--- src/rtl/adder_arb_pkg.sv ---
// Shared types and helpers for the round-robin adder arbiter.
package adder_arb_pkg;

    typedef enum logic [0:0] {
        IDLE  = 1'b0,
        ISSUE = 1'b1
    } state_e;

    // Requester IDs are sized for the largest supported requester count.
    localparam int unsigned REQ_MAX = 8;
    localparam int unsigned ID_W    = $clog2(REQ_MAX);

    // First valid requester at or after ptr, searching upward and wrapping at num_req.
    function automatic logic [ID_W-1:0] rr_pick(
        input logic [REQ_MAX-1:0] valid,
        input logic [ID_W-1:0]    ptr,
        input int unsigned        num_req
    );
        logic [ID_W-1:0] win;
        logic            found;
        int unsigned     idx;
        win   = ptr;
        found = 1'b0;
        for (int unsigned k = 0; k < REQ_MAX; k++) begin
            idx = (32'(ptr) + k) % num_req;
            if (k < num_req && !found && valid[ID_W'(idx)]) begin
                win   = ID_W'(idx);
                found = 1'b1;
            end
        end
        return win;
    endfunction

endpackage

--- src/rtl/adder_axis_arbiter_if.sv ---
// Generic AXI-Stream bundle; VALID_W > 1 carries per-requester valid/ready lanes.
interface adder_axis_arbiter_if #(
    parameter int unsigned DATA_W  = 8,
    parameter int unsigned VALID_W = 1
) ();

    logic [DATA_W-1:0]  tdata;
    logic [VALID_W-1:0] tvalid;
    logic [VALID_W-1:0] tready;

    modport master (output tdata, output tvalid, input  tready);
    modport slave  (input  tdata, input  tvalid, output tready);

endinterface

--- src/rtl/arb_tag_fifo.sv ---
// In-order tag FIFO holding the requester ID of every operand pair in flight.
module arb_tag_fifo
    import adder_arb_pkg::*;
#(
    parameter int unsigned DEPTH  = 4,
    parameter int unsigned DATA_W = ID_W
) (
    input  logic                         aclk,
    input  logic                         aresetn,
    input  logic                         push,
    input  logic [DATA_W-1:0]            wr_data,
    input  logic                         pop,
    output logic [DATA_W-1:0]            rd_data,
    output logic                         full,
    output logic                         empty,
    output logic [$clog2(DEPTH+1)-1:0]   count
);

    localparam int unsigned PTR_W = $clog2(DEPTH);
    localparam int unsigned CNT_W = $clog2(DEPTH + 1);

    logic [PTR_W-1:0]  wr_ptr_q, wr_ptr_d;
    logic [PTR_W-1:0]  rd_ptr_q, rd_ptr_d;
    logic [CNT_W-1:0]  count_q, count_d;
    logic [DATA_W-1:0] mem_q [DEPTH];
    logic              do_push, do_pop;

    // Pointers wrap naturally since DEPTH is a power of two.
    always_comb begin
        do_push  = push && !full;
        do_pop   = pop && !empty;
        wr_ptr_d = wr_ptr_q + PTR_W'(do_push);
        rd_ptr_d = rd_ptr_q + PTR_W'(do_pop);
        count_d  = count_q + CNT_W'(do_push) - CNT_W'(do_pop);
    end

    always_ff @(posedge aclk or posedge aresetn) begin
        if (aresetn) begin
            wr_ptr_q <= '0;
            rd_ptr_q <= '0;
            count_q  <= '0;
        end else begin
            wr_ptr_q <= wr_ptr_d;
            rd_ptr_q <= rd_ptr_d;
            count_q  <= count_d;
        end
    end

    always_ff @(posedge aclk) begin
        if (do_push) begin
            mem_q[wr_ptr_q] <= wr_data;
        end
    end

    assign rd_data = mem_q[rd_ptr_q];
    assign full    = (count_q == CNT_W'(DEPTH));
    assign empty   = (count_q == '0);
    assign count   = count_q;

endmodule

--- src/rtl/adder_axis_arbiter.sv ---
// Round-robin arbiter sharing one two-operand AXI-Stream adder among NUM_REQ requesters;
// results are steered back to their issuer through an in-order tag FIFO.
module adder_axis_arbiter
    import adder_arb_pkg::*;
#(
    parameter int unsigned NUM_REQ         = 4,
    parameter int unsigned WIDTH           = 8,
    parameter int unsigned MAX_OUTSTANDING = 4
) (
    input  logic                 aclk,
    input  logic                 aresetn,
    adder_axis_arbiter_if.slave  req,
    adder_axis_arbiter_if.master add1,
    adder_axis_arbiter_if.master add2,
    adder_axis_arbiter_if.slave  res,
    adder_axis_arbiter_if.master rsp,
    output logic                 err_o
);

    localparam int unsigned PAIR_W = 2 * WIDTH;
    localparam int unsigned CNT_W  = $clog2(MAX_OUTSTANDING + 1);

    state_e              state_q, state_d;
    logic                p1_q, p1_d, p2_q, p2_d;
    logic [WIDTH-1:0]    a_q, a_d, b_q, b_d;
    logic [ID_W-1:0]     rr_ptr_q, rr_ptr_d;
    logic                err_q, err_d;

    logic [ID_W-1:0]     winner_c;
    logic [PAIR_W-1:0]   pair_c;
    logic                grant_c;
    logic                pop_c;
    logic [ID_W-1:0]     tag;
    logic [NUM_REQ-1:0]  tag_sel_c;
    logic                tag_full, tag_empty;
    logic [CNT_W-1:0]    tag_count;

    // Grant uses the registered tag count; a pop in this cycle only helps next cycle.
    always_comb begin
        winner_c = rr_pick(REQ_MAX'(req.tvalid), rr_ptr_q, NUM_REQ);
        pair_c   = req.tdata[32'(winner_c) * PAIR_W +: PAIR_W];
        grant_c  = !aresetn && (state_q == IDLE) && (|req.tvalid) && !tag_full
                   && (32'(tag_count) < MAX_OUTSTANDING);
    end

    assign req.tready = grant_c ? (NUM_REQ'(1) << winner_c) : '0;

    always_comb begin
        state_d  = state_q;
        p1_d     = p1_q;
        p2_d     = p2_q;
        a_d      = a_q;
        b_d      = b_q;
        rr_ptr_d = rr_ptr_q;
        err_d    = err_q || (res.tvalid && tag_empty);
        case (state_q)
            IDLE: begin
                if (grant_c) begin
                    a_d      = pair_c[WIDTH-1:0];
                    b_d      = pair_c[PAIR_W-1:WIDTH];
                    p1_d     = 1'b1;
                    p2_d     = 1'b1;
                    rr_ptr_d = (32'(winner_c) + 32'd1 == NUM_REQ) ? '0 : winner_c + ID_W'(1);
                    state_d  = ISSUE;
                end
            end
            ISSUE: begin
                // Each operand side retires on its own handshake, in any order.
                if (add1.tready) p1_d = 1'b0;
                if (add2.tready) p2_d = 1'b0;
                if (!p1_d && !p2_d) state_d = IDLE;
            end
            default: state_d = IDLE;
        endcase
    end

    always_ff @(posedge aclk or posedge aresetn) begin
        if (aresetn) begin
            state_q  <= IDLE;
            p1_q     <= 1'b0;
            p2_q     <= 1'b0;
            a_q      <= '0;
            b_q      <= '0;
            rr_ptr_q <= '0;
            err_q    <= 1'b0;
        end else begin
            state_q  <= state_d;
            p1_q     <= p1_d;
            p2_q     <= p2_d;
            a_q      <= a_d;
            b_q      <= b_d;
            rr_ptr_q <= rr_ptr_d;
            err_q    <= err_d;
        end
    end

    assign add1.tdata  = a_q;
    assign add1.tvalid = p1_q;
    assign add2.tdata  = b_q;
    assign add2.tvalid = p2_q;
    assign err_o       = err_q;

    // Response steering: head tag selects the single requester that sees this result.
    assign tag_sel_c  = NUM_REQ'(1) << tag;
    assign res.tready = !tag_empty && (|(rsp.tready & tag_sel_c));
    assign rsp.tvalid = (res.tvalid && !tag_empty) ? tag_sel_c : '0;
    assign rsp.tdata  = res.tdata;
    assign pop_c      = res.tvalid && res.tready;

    arb_tag_fifo #(
        .DEPTH  (MAX_OUTSTANDING),
        .DATA_W (ID_W)
    ) u_tag_fifo (
        .aclk    (aclk),
        .aresetn (aresetn),
        .push    (grant_c),
        .wr_data (winner_c),
        .pop     (pop_c),
        .rd_data (tag),
        .full    (tag_full),
        .empty   (tag_empty),
        .count   (tag_count)
    );

endmodule

--- src/flat_wrapper.sv ---
// flat-port wrapper written by rule: the top's interface ports become plain ports
module adder_axis_arbiter_flat import adder_arb_pkg::*;
#(
    parameter int unsigned NUM_REQ         = 4,
    parameter int unsigned WIDTH           = 8,
    parameter int unsigned MAX_OUTSTANDING = 4
)
  (aclk, aresetn, err_o, req_tdata, req_tvalid, req_tready, add1_tdata, add1_tvalid, add1_tready, add2_tdata, add2_tvalid, add2_tready, res_tdata, res_tvalid, res_tready, rsp_tdata, rsp_tvalid, rsp_tready);
  adder_axis_arbiter_if #(.DATA_W(64), .VALID_W(4)) req_i ();
  adder_axis_arbiter_if #(.DATA_W(8), .VALID_W(1)) add1_i ();
  adder_axis_arbiter_if #(.DATA_W(8), .VALID_W(1)) add2_i ();
  adder_axis_arbiter_if #(.DATA_W(9), .VALID_W(1)) res_i ();
  adder_axis_arbiter_if #(.DATA_W(9), .VALID_W(4)) rsp_i ();
  input  logic aclk;
  input  logic aresetn;
  output logic err_o;
  input wire logic [$bits(req_i.tdata)-1:0] req_tdata;
  input wire logic [$bits(req_i.tvalid)-1:0] req_tvalid;
  output wire logic [$bits(req_i.tready)-1:0] req_tready;
  output wire logic [$bits(add1_i.tdata)-1:0] add1_tdata;
  output wire logic [$bits(add1_i.tvalid)-1:0] add1_tvalid;
  input wire logic [$bits(add1_i.tready)-1:0] add1_tready;
  output wire logic [$bits(add2_i.tdata)-1:0] add2_tdata;
  output wire logic [$bits(add2_i.tvalid)-1:0] add2_tvalid;
  input wire logic [$bits(add2_i.tready)-1:0] add2_tready;
  input wire logic [$bits(res_i.tdata)-1:0] res_tdata;
  input wire logic [$bits(res_i.tvalid)-1:0] res_tvalid;
  output wire logic [$bits(res_i.tready)-1:0] res_tready;
  output wire logic [$bits(rsp_i.tdata)-1:0] rsp_tdata;
  output wire logic [$bits(rsp_i.tvalid)-1:0] rsp_tvalid;
  input wire logic [$bits(rsp_i.tready)-1:0] rsp_tready;
  assign req_i.tdata = req_tdata;
  assign req_i.tvalid = req_tvalid;
  assign req_tready = req_i.tready;
  assign add1_tdata = add1_i.tdata;
  assign add1_tvalid = add1_i.tvalid;
  assign add1_i.tready = add1_tready;
  assign add2_tdata = add2_i.tdata;
  assign add2_tvalid = add2_i.tvalid;
  assign add2_i.tready = add2_tready;
  assign res_i.tdata = res_tdata;
  assign res_i.tvalid = res_tvalid;
  assign res_tready = res_i.tready;
  assign rsp_tdata = rsp_i.tdata;
  assign rsp_tvalid = rsp_i.tvalid;
  assign rsp_i.tready = rsp_tready;
  adder_axis_arbiter #(.NUM_REQ(NUM_REQ), .WIDTH(WIDTH), .MAX_OUTSTANDING(MAX_OUTSTANDING)) u_core (.aclk(aclk), .aresetn(aresetn), .req(req_i), .add1(add1_i), .add2(add2_i), .res(res_i), .rsp(rsp_i), .err_o(err_o));
endmodule
--- config.mk ---
export PLATFORM = sky130hd
export DESIGN_NAME = adder_axis_arbiter_flat
export DESIGN_NICKNAME = d
export VERILOG_FILES = /design/src/rtl/adder_arb_pkg.sv /design/src/rtl/adder_axis_arbiter_if.sv /design/src/rtl/arb_tag_fifo.sv /design/src/rtl/adder_axis_arbiter.sv /design/src/flat_wrapper.sv
export SDC_FILE = /design/constraint.sdc
export NUM_CORES = 1
export LEC_CHECK = 0
export BUFFER_PORTS_ARGS = -buffer_cell sky130_fd_sc_hd__buf_4
export CAP_MARGIN = 10
export CORE_UTILIZATION = 42
export CTS_CLUSTER_DIAMETER = 100
export DETAILED_ROUTE_END_ITERATION = 6
export HOLD_SLACK_MARGIN = 0.1
export PLACE_DENSITY = 0.77
export SYNTH_ARGS = -nofsm -noshare
export SYNTH_HDL_FRONTEND = slang
export SYNTH_SLANG_ARGS = --single-unit
--- constraint.sdc ---
create_clock -name aclk -period 2.5 [get_ports aclk]
set_clock_uncertainty 0.1 [all_clocks]
set_input_delay 0.125 -clock aclk [delete_from_list [all_inputs] [get_ports aclk]]
set_output_delay 0.125 -clock aclk [all_outputs]
set_load 0.02 [all_outputs]
==> results of run 1 <==
==> cells in the mapped netlist (all sizes together), types with 5 or more instances <==
cell type   n
and2        6
xnor2       5
buf        18
edfxtp     12
nand2      29
ha          7
mux2i      33
inv        10
nor2        8
o21ai       5
o221ai     16
dfrtp      30
==> cell type report <==
class                   instances  area, µm²  area share
inverters                      11      41.29    0.009976
clock buffers                   8      111.4     0.02690
flip-flops and latches         42       1114      0.2690
repair buffers                184       1574      0.3803
well taps                      72      90.09     0.02177
multi-input cells             146       1209      0.2920
==> critical path, delay by kind of cell (launching register included) <==
family	cells	cell delay, ps
xor gates and xnor gates	3	370
adders and majority gates	2	530
buffers and inverters	1	40
DFF	1	400
muxes	2	1010
and+or+nand+nor	1	110
==> final timing paths <==
path | startpoint | endpoint | slack, ps | cells after the start
max | u_core.u_tag_fifo.rd_ptr_q[0] | u_core.u_tag_fifo.count[2] | -180 | 9
min | req_tdata[39] | u_core.add1.tdata[7] | 110 | 3
min in group asynchronous | aresetn | u_core.state_q | 280 | 3
min reg2reg | u_core.err_o | u_core.err_o | 380 | 1
max reg2reg | u_core.u_tag_fifo.rd_ptr_q[0] | u_core.u_tag_fifo.count[2] | -180 | 9
max in group asynchronous | aresetn | u_core.rr_ptr_q[1] | 1370 | 4
==> logic make-up (layout without fill, tap and decap cells) <==
kind of cell,count (synthesis),in the layout,synth area share
AO/OA/AOI/OAI,35,35,0.1132
XOR/XNOR,6,6,0.02142
adder cells (fa/ha/maj),8,8,0.04385
buffers and inverters,32,203,0.07700
flip-flops,42,42,0.4528
multiplexers,38,38,0.1790
AND/OR/NAND/NOR,59,59,0.1127
==> sequential cells by signal, indices dropped and copies added (netlist names) <==
name	count
u_core.add2.tdata	8
u_core.add2.tvalid	1
u_core.u_tag_fifo.mem_q	12
u_core.u_tag_fifo.count	3
u_core.u_tag_fifo.wr_ptr_q	2
u_core.err_o	1
u_core.rr_ptr_q	3
u_core.state_q	1
u_core.add1.tdata	8
u_core.add1.tvalid	1
u_core.u_tag_fifo.rd_ptr_q	2
==> where the power goes <==
part | leakage [nW] | internal, mW | switching [mW]
Sequential | 0.470 | 0.998 | 0.211
Combinational | 1.43 | 1.09 | 1.09
Clock | 0.0566 | 0.286 | 0.234
Total | 1.96 | 2.37 | 1.54
==> stage by stage <==
stage | std cells | utilization
floorplan | 220 | -
global placement | 388 | 0.5933
detailed placement | 388 | 0.5933
CTS | 461 | 0.7313
global route | 463 | 0.7425
finish | 463 | 0.7425
==> layer usage <==
| layer | vias up | part of all wire | GRT usage |
|---|---|---|---|
| met4 | 0 | 0.018 | 0.09630 |
| met2 | 126 | 0.51 | 0.4781 |
| met5 | - | 0 | 0 |
| met1 | 1175 | 0.41 | 0.3031 |
| met3 | 12 | 0.065 | 0.06163 |
| li1 | 1132 | - | - |
==> timing repair <==
action	in CTS	in global routing
resized for setup	1	10
setup endpoints to repair	2	4
buffers inserted	0	1
hold buffers	65	0
cloned	0	1
endpoints found under the hold margin	28	0
pin swaps	2	4
==> results.tsv, run 1 <==
metric	value	unit
peakVddDrop	0.4895	mV
vias_per_cell	5.281	
syn_inst	220	
hpwl	4.592	mm
port_buffers	104	
chipWidth	78.43	µm
hold_class	in2reg	
p_leak	1.961	nW
fp.dieH	78.43	µm
synth_edf_count	12	
grt_pass1_wl	12.37	mm
grt_max_degree	38	
synth_area_leaders	dfrtp_1 (31%), edfxtp_1 (15%), mux2i_1 (13%)	
path_class	reg2reg	
dr.first_iter.drc_count	83	
violations	negative setup slack	
clkTransAtPathRegs	80	ps
track_usage	0.2646	
arrival	2760	ps
slew_violations	0	
root_buffer	clkbuf_8	
cp.required	2580	ps
initial_core_util	0.4402	
drt_pass1_iterations	4	
yosysTopAreaCell	dfrtp_1	
dieArea	0.006151	mm²
grt.overflow.total	0	
finalPower	3.911	mW
grt_pass1_vias	2614	
syn2layout_area_growth	68.69	%
drv_cap	0	
final_cell_mix	buf_4 (117), dlygate4sd3_1 (65), mux2i_1 (33), nand2_1 (28), dfrtp_1 (28)	
numCtsBuffers	5	
coreArea	0.005574	mm²
slew_headroom	0.5951	
ant_nets	0	
fillers	368	
htree_levels	2	
status	complete, but fails checks	
critPathCaptureType	register	
synth.avg_cell_area	11.15	µm²
dpl_cell_area	0.003307	mm²
diodes	0	
async_flop_share	0.7143	
tns	-295.5	ps
drive_gt1_frac	0.3734	
clock-sinks	42	
min_period	2684	ps
syn_nets	314	
fin_crit_sh	1.073	
worst_slew_pin_slew	602.7	ps
num_rows	27	
fmaxAchievable	0.3726	GHz
synth_ff_type	dfrtp_1	
crit_fanout	3	
clkLatencyLatePin	290	ps
crit_chain	mux4_2, mux4_2, nand2_2, xnor2_2, ha_2, inv_2, fa_2, xnor2_2, xnor2_1	
clock_path_buffers	2	
routed_wl	7.846	mm
antenna_found_initial	0	
ys_ff_latch	42	
final_common_cell	buf_4	
nNetsFinal	484	
synth_area	0.002454	mm²
final_cell_area	0.004139	mm²
wl_per_cell	16.95	µm
setup_viol	2	
synth.distinct_cells	45	
setup_ws	-183.6	ps
synth_top_area_frac	0.3060	
hold_violations	0	
dpl_worst_slack	-178.9	ps
rsz0062_at_grt	true	
crit_path_max_incr_delay	540	ps
crit_path_start_kind	register	
hold_slack	112.4	ps
cts_tree	yes	
power_density	945.0	mW/mm²
boundaryPins	123	
gp_congestion	0.7800	
ys_warn_count	0	
vias	2445	
synth.yosys.seq_area_share	0.4528	
route.detailed.drc	0	
crit_path_top_delay_cell	mux4_2	
Note: power is estimated with default switching activity, not from simulation.
==> inputs of run 2 (changes only) <==
--- a/config.mk
+++ b/config.mk
@@ -7,11 +7,11 @@
 export LEC_CHECK = 0
 export BUFFER_PORTS_ARGS = -buffer_cell sky130_fd_sc_hd__buf_4
 export CAP_MARGIN = 10
-export CORE_UTILIZATION = 42
+export CORE_UTILIZATION = 46
 export CTS_CLUSTER_DIAMETER = 100
 export DETAILED_ROUTE_END_ITERATION = 6
 export HOLD_SLACK_MARGIN = 0.1
-export PLACE_DENSITY = 0.77
+export PLACE_DENSITY_LB_ADDON = 0.3
 export SYNTH_ARGS = -nofsm -noshare
 export SYNTH_HDL_FRONTEND = slang
 export SYNTH_SLANG_ARGS = --single-unit
==> constraint.sdc (replaced) <==
create_clock -name aclk -period 2.6 [get_ports aclk]
set_clock_uncertainty 0.1 [all_clocks]
set_input_delay 0.13 -clock aclk [delete_from_list [all_inputs] [get_ports aclk]]
set_output_delay 0.13 -clock aclk [all_outputs]
set_load 0.02 [all_outputs]
==> results.tsv, run 2 (same netlist as run 1, synthesis figures left out) <==
metric	value	unit	change
cp-startpoint	u_core.u_tag_fifo.rd_ptr_q[0]		unchanged
boundaryPins	123		unchanged
hpwl	4.477	mm	was 4.592 mm
arrival	2770	ps	was 2760 ps
nNetsFinal	485		was 484
r2r-start	u_core.u_tag_fifo.rd_ptr_q[0]		unchanged
vias	2595		was 2445
routed_wl	9.114	mm	was 7.846 mm
setup_ws	-84.52	ps	was -183.6 ps
numCtsBuffers	5		unchanged
p_leak	1.954	nW	was 1.961 nW
route.detailed.drc	0		unchanged
holdCritStartpoint	req_tdata[29]		was req_tdata[39]
gp_congestion	0.8575		was 0.7800
coreArea	0.005107	mm²	was 0.005574 mm²
grt.overflow.total	0		unchanged
wl_per_cell	19.68	µm	was 16.95 µm
violations	negative setup slack		unchanged
grt_pass1_wl	12.05	mm	was 12.37 mm
antenna_found_initial	0		unchanged
r2r_end	u_core.u_tag_fifo.count[2]		unchanged
hold_class	in2reg		unchanged
htree_levels	2		unchanged
dr.first_iter.drc_count	188		was 83
dieArea	0.005630	mm²	was 0.006151 mm²
fin_crit_sh	1.033		was 1.073
critPathCaptureType	register		unchanged
slew_violations	0		unchanged
clock_path_buffers	2		unchanged
port_buffers	104		unchanged
worst_slew_pin_slew	642.7	ps	was 602.7 ps
fin_util	0.8018		was 0.7425
status	complete, but fails checks		unchanged
cp.required	2690	ps	was 2580 ps
grt_max_degree	35		was 38
final_common_cell	buf_4		unchanged
crit_fanout	3		unchanged
clock-sinks	42		unchanged
setup_viol	2		unchanged
cp-endpoint	u_core.u_tag_fifo.count[2]		unchanged
peakVddDrop	0.5037	mV	was 0.4895 mV
path_class	reg2reg		unchanged
vias_per_cell	5.605		was 5.281
min_period	2685	ps	was 2684 ps
syn2layout_area_growth	66.90	%	was 68.69%
grt_pass1_vias	2485		was 2614
drive_gt1_frac	0.3648		was 0.3734
largest_register_ffs	12		unchanged
drv_cap	0		unchanged
fmaxAchievable	0.3725	GHz	was 0.3726 GHz
reg2regPathDepth	9		unchanged
clkLatencyLatePin	300	ps	was 290 ps
ant_nets	0		unchanged
crit_path_start_kind	register		unchanged
clkTransAtPathRegs	80	ps	about the same
finalPower	3.830	mW	was 3.911 mW
num_rows	26		was 27
fp.dieH	75.04	µm	was 78.43 µm
cts_tree	yes		unchanged
power_density	935.3	mW/mm²	was 945.0 mW/mm²
root_buffer	clkbuf_8		unchanged
initial_core_util	0.4804		was 0.4402
slew_headroom	0.5705		was 0.5951
final_cell_mix	buf_4 (122), dlygate4sd3_1 (60), mux2i_1 (33), dfrtp_1 (29), nand2_1 (28)		was buf_4 (117), dlygate4sd3_1 (65), mux2i_1 (33), nand2_1 (28), dfrtp_1 (28)
hold_violations	0		unchanged
drt_pass1_iterations	6		was 4
r2r_setup_slack	-80	ps	was -180 ps
chipWidth	75.04	µm	was 78.43 µm
rsz0062_at_grt	true		unchanged
largest-register	u_core.u_tag_fifo.mem_q		unchanged
track_usage	0.3036		was 0.2646
==> run 2: cell types whose count changed in the layout (fill, tap and decap cells not counted), moves of 2 or more <==
| cell | before | now |
|---|---|---|
| dlygate4sd3_1 | 65 | 60 |
| inv_1 | 8 | 10 |
| inv_2 | 2 | 0 |
| buf_4 | 117 | 122 |
==> run 2: what timing repair did <==
action | in CTS | in global routing
gates cloned | 0 | 2
gates resized for setup | 0 | 3
setup buffers | 1 | 7
endpoints found under the setup margin | 2 | 8
endpoints found under the hold margin | 33 | 0
pin swaps | 0 | 3
hold buffers | 60 | 0
==> run 2: metrics by stage <==
stage / setup TNS [ps] / hold WS (ps) / worst slack [ps] / instance area [µm²] / std cells
6_report: -90.62 / 112.9 / -84.52 / 4095 / 463
5_1_grt: -388.5 / 119.0 / -235.2 / 4093 / 462
4_1_cts: -124.1 / 102.1 / -99.76 / 3979 / 453
3_5_place_dp: -128.8 / 132.4 / -95.88 / 3289 / 384
3_3_place_gp: -43.22 / 115.3 / -43.22 / 3289 / 384
2_1_floorplan: -102.8 / 120.8 / -82.40 / 2456 / 220
==> run 2: final cells by class <==
cell class | count | area (µm²)
Timing Repair Buffer | 185 | 1587
Multi-Input combinational cell | 146 | 1184
Sequential cell | 42 | 1112
Fill cell | 266 | 1012
Tap cell | 70 | 87.58
Clock buffer | 6 | 72.57
Inverter | 11 | 41.29
Clock inverter | 2 | 8.758
Antenna cell | 1 | 2.502
==> run 2: how the worst min path moves through the flow <==
| stage | endpoint | slack (ps) | depth (start not counted) |
|---|---|---|---|
| floorplan | u_core.add1.tdata[0] | 120 | 1 |
| global placement | u_core.state_q | 120 | 2 |
| detailed placement | u_core.state_q | 130 | 2 |
| CTS | u_core.add2.tdata[7] | 100 | 3 |
| global route | u_core.add2.tdata[5] | 120 | 3 |
| finish | u_core.add2.tdata[5] | 110 | 3 |
==> run 2: metal layers <==
metal / track usage / vias to the layer above / wire, µm
li1: - / 1137 / -
met1: 0.3217 / 1248 / 3176
met2: 0.5495 / 169 / 4902
met3: 0.06961 / 41 / 621
met4: 0.1803 / 0 / 413
met5: 0 / - / 0
==> run 2: report_power, final <==
part	internal (mW)	switching [mW]	total (mW)
clock	0.185	0.226	0.411
combinational	1.11	1.13	2.24
sequential	0.958	0.218	1.18
total	2.26	1.57	3.83
==> run 2: worst max-delay path: stages, from the launching register on <==
cell and delay (ps):
dfrtp_1 400, mux4_2 540, mux4_2 480, nand2_2 110, xnor2_1 120, ha_2 180, inv_1 40, fa_2 350
xnor2_2 150, xnor2_1 120
